--- src/rtl/dpram_burst_reader.sv ---
// Burst read master for one elastic_dpram port: issues consecutive reads and
// returns responses through a credit-protected FIFO as a valid/ready stream.
module dpram_burst_reader #(
   parameter int DEPTH      = 2048,
   parameter int AW         = 11,
   parameter int DW         = 32,
   parameter int LW         = 12,
   parameter int FIFO_DEPTH = 4
) (
   input  logic          clk,
   input  logic          rst_n,
   input  logic [AW-1:0] cmd_addr,
   input  logic [LW-1:0] cmd_len,
   input  logic          cmd_valid,
   output logic          cmd_ready,
   output logic [AW-1:0] t_addr,
   output logic [DW-1:0] t_data,
   output logic          t_we,
   output logic          t_valid,
   input  logic          t_ready,
   input  logic [AW-1:0] i_addr,
   input  logic [DW-1:0] i_data,
   input  logic          i_valid,
   output logic          i_ready,
   output logic [AW-1:0] m_addr,
   output logic [DW-1:0] m_data,
   output logic          m_last,
   output logic          m_valid,
   input  logic          m_ready,
   output logic          busy,
   output logic          done,
   output logic          err
);

   localparam int PW = $clog2(FIFO_DEPTH);
   localparam int CW = PW + 1;
   localparam logic [AW-1:0] LAST_ADDR = AW'(DEPTH - 1);

   typedef enum logic [1:0] {IDLE, ISSUE, DRAIN} state_t;

   state_t        state;
   logic [AW-1:0] req_addr;
   logic [LW-1:0] req_rem;
   logic [LW-1:0] burst_len;
   logic [LW-1:0] ret_cnt;
   logic [CW-1:0] fifo_cnt;
   logic [CW-1:0] outst;
   logic [PW-1:0] wr_ptr;
   logic [PW-1:0] rd_ptr;
   logic [AW-1:0] f_addr [FIFO_DEPTH];
   logic [DW-1:0] f_data [FIFO_DEPTH];
   logic          f_last [FIFO_DEPTH];

   logic [CW:0]   credit_sum;
   logic          credit;
   logic          req_hs;
   logic          rsp_ok;
   logic          full;
   logic          pop;
   logic          push;
   logic          rsp_last;

   always_comb begin
      credit_sum = {1'b0, fifo_cnt} + {1'b0, outst};
      credit     = credit_sum < (CW+1)'(FIFO_DEPTH);
      t_valid    = (state == ISSUE) && credit;
      t_addr     = req_addr;
      t_data     = '0;
      t_we       = 1'b0;
      req_hs     = t_valid && t_ready;
      rsp_ok     = i_valid && (outst != '0);
      full       = fifo_cnt == CW'(FIFO_DEPTH);
      m_valid    = fifo_cnt != '0;
      pop        = m_valid && m_ready;
      push       = rsp_ok && (!full || pop);
      rsp_last   = ret_cnt == (burst_len - 1'b1);
      m_addr     = f_addr[rd_ptr];
      m_data     = f_data[rd_ptr];
      m_last     = f_last[rd_ptr];
      busy       = state != IDLE;
   end

   always_ff @(posedge clk or negedge rst_n) begin
      if (!rst_n) begin
         state     <= IDLE;
         req_addr  <= '0;
         req_rem   <= '0;
         burst_len <= '0;
         ret_cnt   <= '0;
         fifo_cnt  <= '0;
         outst     <= '0;
         wr_ptr    <= '0;
         rd_ptr    <= '0;
         cmd_ready <= 1'b0;
         i_ready   <= 1'b0;
         done      <= 1'b0;
         err       <= 1'b0;
         for (int unsigned i = 0; i < FIFO_DEPTH; i++) begin
            f_addr[i] <= '0;
            f_data[i] <= '0;
            f_last[i] <= 1'b0;
         end
      end else begin
         i_ready <= 1'b1;
         done    <= 1'b0;

         outst    <= outst + CW'(req_hs) - CW'(rsp_ok);
         fifo_cnt <= fifo_cnt + CW'(push) - CW'(pop);
         if (push) begin
            f_addr[wr_ptr] <= i_addr;
            f_data[wr_ptr] <= i_data;
            f_last[wr_ptr] <= rsp_last;
            wr_ptr         <= wr_ptr + 1'b1;
         end
         if (pop)
            rd_ptr <= rd_ptr + 1'b1;
         if (rsp_ok)
            ret_cnt <= ret_cnt + 1'b1;

         // Stray responses are only an error while a burst is active.
         if ((i_valid && outst == '0 && state != IDLE) || (rsp_ok && full && !pop))
            err <= 1'b1;

         case (state)
            IDLE: begin
               cmd_ready <= 1'b1;
               if (cmd_valid && cmd_ready) begin
                  req_addr  <= cmd_addr;
                  req_rem   <= cmd_len;
                  burst_len <= cmd_len;
                  ret_cnt   <= '0;
                  if (cmd_len == '0) begin
                     done <= 1'b1;
                  end else begin
                     cmd_ready <= 1'b0;
                     state     <= ISSUE;
                  end
               end
            end
            ISSUE: begin
               if (req_hs) begin
                  req_addr <= (req_addr == LAST_ADDR) ? '0 : req_addr + 1'b1;
                  req_rem  <= req_rem - 1'b1;
                  if (req_rem == LW'(1))
                     state <= DRAIN;
               end
            end
            DRAIN: begin
               if (pop && m_last) begin
                  done      <= 1'b1;
                  cmd_ready <= 1'b1;
                  state     <= IDLE;
               end
            end
            default: state <= IDLE;
         endcase
      end
   end

endmodule

--- config.mk ---
export PLATFORM = sky130hd
export DESIGN_NAME = dpram_burst_reader
export DESIGN_NICKNAME = d
export VERILOG_FILES = /design/src/rtl/dpram_burst_reader.sv
export SDC_FILE = /design/constraint.sdc
export NUM_CORES = 1
export LEC_CHECK = 0
export ABC_AREA = 1
export CORE_MARGIN = 5
export CORE_UTILIZATION = 25
export CTS_CLUSTER_SIZE = 12
export DETAILED_ROUTE_END_ITERATION = 6
export GPL_TIMING_DRIVEN = 0
export HOLD_SLACK_MARGIN = 0.02
export SYNTH_ARGS = -nofsm -noshare
export SYNTH_HDL_FRONTEND = slang
export SYNTH_SLANG_ARGS = --single-unit
--- constraint.sdc ---
create_clock -name clk -period 3.15 [get_ports clk]
set_clock_uncertainty 0.1 [all_clocks]
set_input_delay 0.945 -clock clk [delete_from_list [all_inputs] [get_ports clk]]
set_output_delay 0.945 -clock clk [all_outputs]
set_load 0.01 [all_outputs]
# Word level (Yosys, flattened, before mapping)
# Index checks and enable logic that the tools add are counted.
dict set report op_classes {
  n_bitwise 2
  shifts 0
  n_mul 0
  n_div 0
  reduce_logical 28
  addsub 11
  muxes 41
  eq_ne 11
  n_lt_le_gt_ge 4
}
# op count
set ops {}
lappend ops {{128-bit bitwise mux} 1}
lappend ops {{32-bit two-way mux} 3}
lappend ops {{11-bit two-way mux} 6}
lappend ops {{32-bit binary-select mux with 2-bit select} 1}
lappend ops {{32-bit demux with 2-bit select} 1}
lappend ops {{12-bit two-way mux} 5}
lappend ops {{44-bit bitwise mux} 1}
lappend ops {{12-bit one-hot mux with 2 select lines} 1}
lappend ops {{12-bit by 1-bit subtractor with 12-bit output (second input constant)} 2}
lappend ops {{11-bit binary-select mux with 2-bit select} 1}
lappend ops {{11-bit demux with 2-bit select} 1}
lappend ops {{11-bit one-hot mux with 2 select lines} 1}
lappend ops {{12-bit by 1-bit adder with 12-bit output (second input constant)} 1}
lappend ops {{12-bit by 1-bit equality test with 1-bit output (second input constant)} 1}
lappend ops {{12-bit equality test} 1}
lappend ops {{1-bit logical AND} 12}
lappend ops {{12-bit zero test} 1}
lappend ops {{11-bit by 1-bit adder with 11-bit output (second input constant)} 1}
lappend ops {{11-bit equality test (second input constant)} 1}
lappend ops {{2-bit two-way mux} 5}
lappend ops {{1-bit two-way mux} 8}
lappend ops {{2-bit inequality test (second input constant)} 4}
lappend ops {{3-bit by 1-bit adder with 3-bit output} 2}
lappend ops {{3-bit greater-or-equal comparator (second input constant)} 2}
lappend ops {{other kinds (24)} 34}
dict set report word_totals {
  latch_bits 0
  input_bits 72
  mem_bits_rw 0
  n_memories 0
  mem_bits_ro 0
  word_cells 122
  out_inout_bits 95
  reg_bits 239
}

# Longest topological paths before layout
dict set report depth {
  depth_word 7
  mapped_depth 12
  mapped_depth_nobuf 12
}

# Least setup slack after synthesis
# Ideal clock, no wire load.
dict set report synth_path {
  path_kind {input port to flip-flop}
  from {input i_valid}
  to {register fifo_cnt[2]}
  setup_time_ns 0.122
  setup_slack_ns 0.583
  n_path_buf 0
  t_required_ns 2.928
  t_arrival_ns 2.345
  cell_stages 8
  path_cell_list {inv_1 nor2_8 nand2_4 ha_1 inv_1 ha_1 fa_1 xnor2_1}
}
dict set report synth_via {
  elab_chain_cells 4
}
# item line
set synth_rtl {}
lappend synth_rtl {{from (decl)} 23} ;# input logic i_valid,
lappend synth_rtl {{1-bit logical AND} 71} ;# rsp_ok = i_valid && (outst != '0);
lappend synth_rtl {{1-bit logical AND} 75} ;# push = rsp_ok && (!full || pop);
lappend synth_rtl {{3-bit by 1-bit adder with 3-bit output} 108} ;# fifo_cnt <= fifo_cnt + CW'(push) - CW'(pop);
lappend synth_rtl {{3-bit by 1-bit subtractor with 3-bit output} 108}
lappend synth_rtl {{to (signal assigned)} 108}
lappend synth_rtl {{to (decl)} 46} ;# logic [CW-1:0] fifo_cnt;
# No other way between the ends.
# A chain may end at the register's enable or synchronous reset.

# Final worst setup path
dict set report layout_path {
  from {register rd_ptr[0]}
  to {output m_data[2]}
}
dict set report layout_via {
  elab_chain_cells 4
}
# item line
set layout_rtl {}
lappend layout_rtl {{from (decl)} 49} ;# logic [PW-1:0] rd_ptr;
lappend layout_rtl {{from (signal assigned)} 116} ;# rd_ptr <= rd_ptr + 1'b1;
lappend layout_rtl {{2-bit NOT with 3-bit output (not written as such)} 78} ;# m_data = f_data[rd_ptr];
lappend layout_rtl {{32-bit binary-select mux with 2-bit select} 78}
lappend layout_rtl {{32-bit two-way mux (not written as such) (2 in a row)} 78}
lappend layout_rtl {{to (decl)} 26} ;# output logic [DW-1:0] m_data,
# No other way between the ends. The select of a mux whose other input is x is not followed.

==> flow_summary.json <==
{
  "outcome": "finished, violations left",
  "violations": "setup timing",
  "cp_max_fo": 10,
  "crit_slowest_cell": "dfrtp_1",
  "required_ps": 2100,
  "die_w_um": 229,
  "synth_cells": 1563,
  "period_minus_slack_ps": 3170,
  "power.density_mw_per_mm2": 1070,
  "combPwrFrac_pct": 48.3,
  "tns_ps": -20.3,
  "p_clk_share_pct": 19.3,
  "fin_nets": 1864,
  "rows": 80,
  "cpPeakStageDelay_ps": 370,
  "finalHoldViolations": 0,
  "core_mm2": 0.0476,
  "power_frac_seq_pct": 32.4,
  "yosysTopAreaCell": "dfrtp_1",
  "cts_tree": "yes",
  "leakage_nw": 7.79,
  "synth_seq_cells": 239,
  "dr.pass1.iters": 5,
  "cts.sinks": 239,
  "drt_iter0_drc": 1017,
  "endpoint_kind": "output port",
  "grt_pass1_vias": 10800,
  "final.period_utilization_pct": 101,
  "gp_congestion": 0.826,
  "wl_met3_um": 2930,
  "cts_root_buffer": "clkbuf_16",
  "synth_area_mm2": 0.0120,
  "h-tree-depth": 1,
  "drtAntennaViolNets": 0,
  "io_pins": 167,
  "final.setup.worst_slack_ps": -20.3,
  "hold_path.class": "primary input to async pin",
  "topRoutingLayerUsed": "met5",
  "initial_core_util_pct": 25.2,
  "diodes": 0,
  "final_cell_mix": "655 x nand2_1, 238 x dfrtp_1, 139 x nor2_1",
  "netlist-cell-type-count": 41,
  "met2_length_um": 16800,
  "die_area_mm2": 0.0525,
  "design_area_mm2": 0.0154,
  "drive_gt1_share_pct": 14.5,
  "syn_to_final_growth_pct": 28.3,
  "final_common_cell": "nand2_1",
  "cap_violations": 0,
  "max_freq_mhz": 315,
  "rsz0062_at_grt": "yes",
  "netlist.area_leader.share_pct": 49.8,
  "met1_length_um": 16600,
  "io_buffers": 133,
  "grt_usage_pct": 13.6,
  "critPathKind": "flip-flop to output port",
  "grt-ovfl-total": 0,
  "numCtsBuffers": 27,
  "clkTransAtPathRegs_ps": 60,
  "grt_max_degree": 120,
  "relSlewSlack_pct": 57.3,
  "vias": 10900,
  "ys_async_sr_fraction_pct": 100,
  "drt_wl_total_um": 37000,
  "wl_per_cell_um": 15.4,
  "critPathArrivalTime_ps": 2130,
  "p_sw_mw": 7.11,
  "cts_hold_buf": 0,
  "grt_pass1_wl_um": 59400,
  "die_height_um": 229,
  "synthFlopType": "dfrtp_1",
  "crit_path_cell_trace": "buf_6 > clkinvlp_4 > buf_4 > buf_12 > buf_8 > nor2_1 > o22ai_2 > clkdlybuf4s15_2",
  "antenna_found_initial": 1,
  "dp.final_hpwl_um": 25700,
  "crit_path_start_kind": "flip-flop",
  "yosysWarningCount": 0,
  "clock_latency_ps": 550,
  "ys_seq_area_share_pct": 49.8,
  "ys_top_cells_by_area": "dfrtp_1 50%, nand2_1 20%, o21ai_0 5.2%",
  "drv_slew": 0,
  "drc": 0,
  "tightest_slew_ps": 641,
  "p_int_mw": 9.39,
  "switching_share_pct": 43.1,
  "postSynthAreaPerCell_um2": 7.69,
  "synth_edf_count": 0,
  "placed_area_mm2": 0.0143,
  "cts_buffer_depth": 3,
  "vias_per_cell": 4.52,
  "setup_viol": 1,
  "irDropWorstVdd_mv": 0.487
}
-- logic make-up after synthesis --
family | after synthesis | share of synthesized area (%)
adders and majority gates | 17 | 1.90
AOI/OAI and AO/OA | 228 | 10.2
and+or+nand+nor | 879 | 29.4
buffers and inverters | 184 | 7.65
other | 2 | 0.0625
xor gates and xnor gates | 14 | 1.02
DFF | 239 | 49.8
-- layer usage --
metal,vias to the layer above,GRT usage [%]
met3,55,3.34
li1,5326,-
met2,355,22.0
met1,5144,18.6
met4,2,2.99
met5,-,0
-- stage by stage --
| step | hold slack (ps) | total power, mW | cells | setup slack (ps) | utilization, % |
|---|---|---|---|---|---|
| floorplan | 337 | 9.84 | 1595 | 583 | - |
| global placement | 348 | 12.9 | 2343 | -9560 | 29.9 |
| detailed placement | 353 | 13.1 | 2345 | -417 | 30.0 |
| CTS | 149 | 16.5 | 2405 | -8.33 | 32.3 |
| global route | 168 | 17.8 | 2407 | -94.4 | 32.4 |
| finish | 167 | 16.5 | 2407 | -20.3 | 32.4 |
-- repair_timing --
action | 4_1_cts | 5_1_grt
setup buffers | 14 | 2
endpoints found under the hold margin | 0 | 0
setup endpoints to repair | 45 | 41
resized for setup | 236 | 47
pin swaps | 8 | 9
-- power groups by stage --
stage | registers, mW | clock network (mW) | logic (mW)
after global placement | 5.31 | 0 | 7.63
after detailed placement | 5.34 | 0 | 7.77
final | 5.35 | 3.18 | 7.98
after floorplan | 5.16 | 0 | 4.69
after CTS | 5.32 | 3.26 | 7.95
after global routing | 5.51 | 3.36 | 8.92
-- worst paths after layout --
| kind | to | depth (start not counted) | slack (ps) | start |
|---|---|---|---|---|
| setup / recovery | m_data[2] | 8 | -20 | rd_ptr[0] |
| hold / removal | i_ready | 1 | 170 | rst_n |
| setup reg to reg | outst[2] | 11 | 530 | outst[1] |
| hold reg to reg | f_data[38] | 2 | 370 | f_data[38] |
| max in group asynchronous | f_data[46] | 3 | 1470 | rst_n |
| min in group clk | f_data[38] | 2 | 370 | f_data[38] |
-- worst max-delay path, delay by kind of cell (launching register included) --
family | cells | cell delay, ps
compound gates | 1 | 190
simple gates | 1 | 50
flops | 1 | 370
buf+inv | 6 | 940
-- synth_stat cells, types with 4 or more instances --
master / count
o21ai_1: 6
inv_2: 5
buf_6: 4
nand4_1: 8
inv_1: 73
nor3_1: 12
o22ai_1: 46
buf_2: 27
xnor2_1: 5
nor2_8: 4
a21oi_1: 39
nand3_1: 34
nor2_1: 149
clkbuf_1: 28
xor2_1: 9
o21ai_0: 126
ha_1: 15
buf_4: 42
dfrtp_1: 239
nand2_1: 655
-- state kept, by name, summed over array words and instances (netlist names) --
register and count:
state 2, f_last 4, wr_ptr 2, cmd_ready 1, rd_ptr 2, done 1, err 1, req_rem 12
f_addr 44, f_data 128, t_addr 11, ret_cnt 12, fifo_cnt 3, outst 3, burst_len 12, i_ready 1
-- cell type report --
type | count | area (um2)
fill | 5041 | 32200
sequential | 239 | 5980
multi-input combinational | 1172 | 5400
timing repair buffer | 151 | 1340
tap | 615 | 769
clock buffer | 38 | 767
buffer | 103 | 741
inverter | 81 | 319
clock inverter | 8 | 105
(Power assumes the default switching activity.)
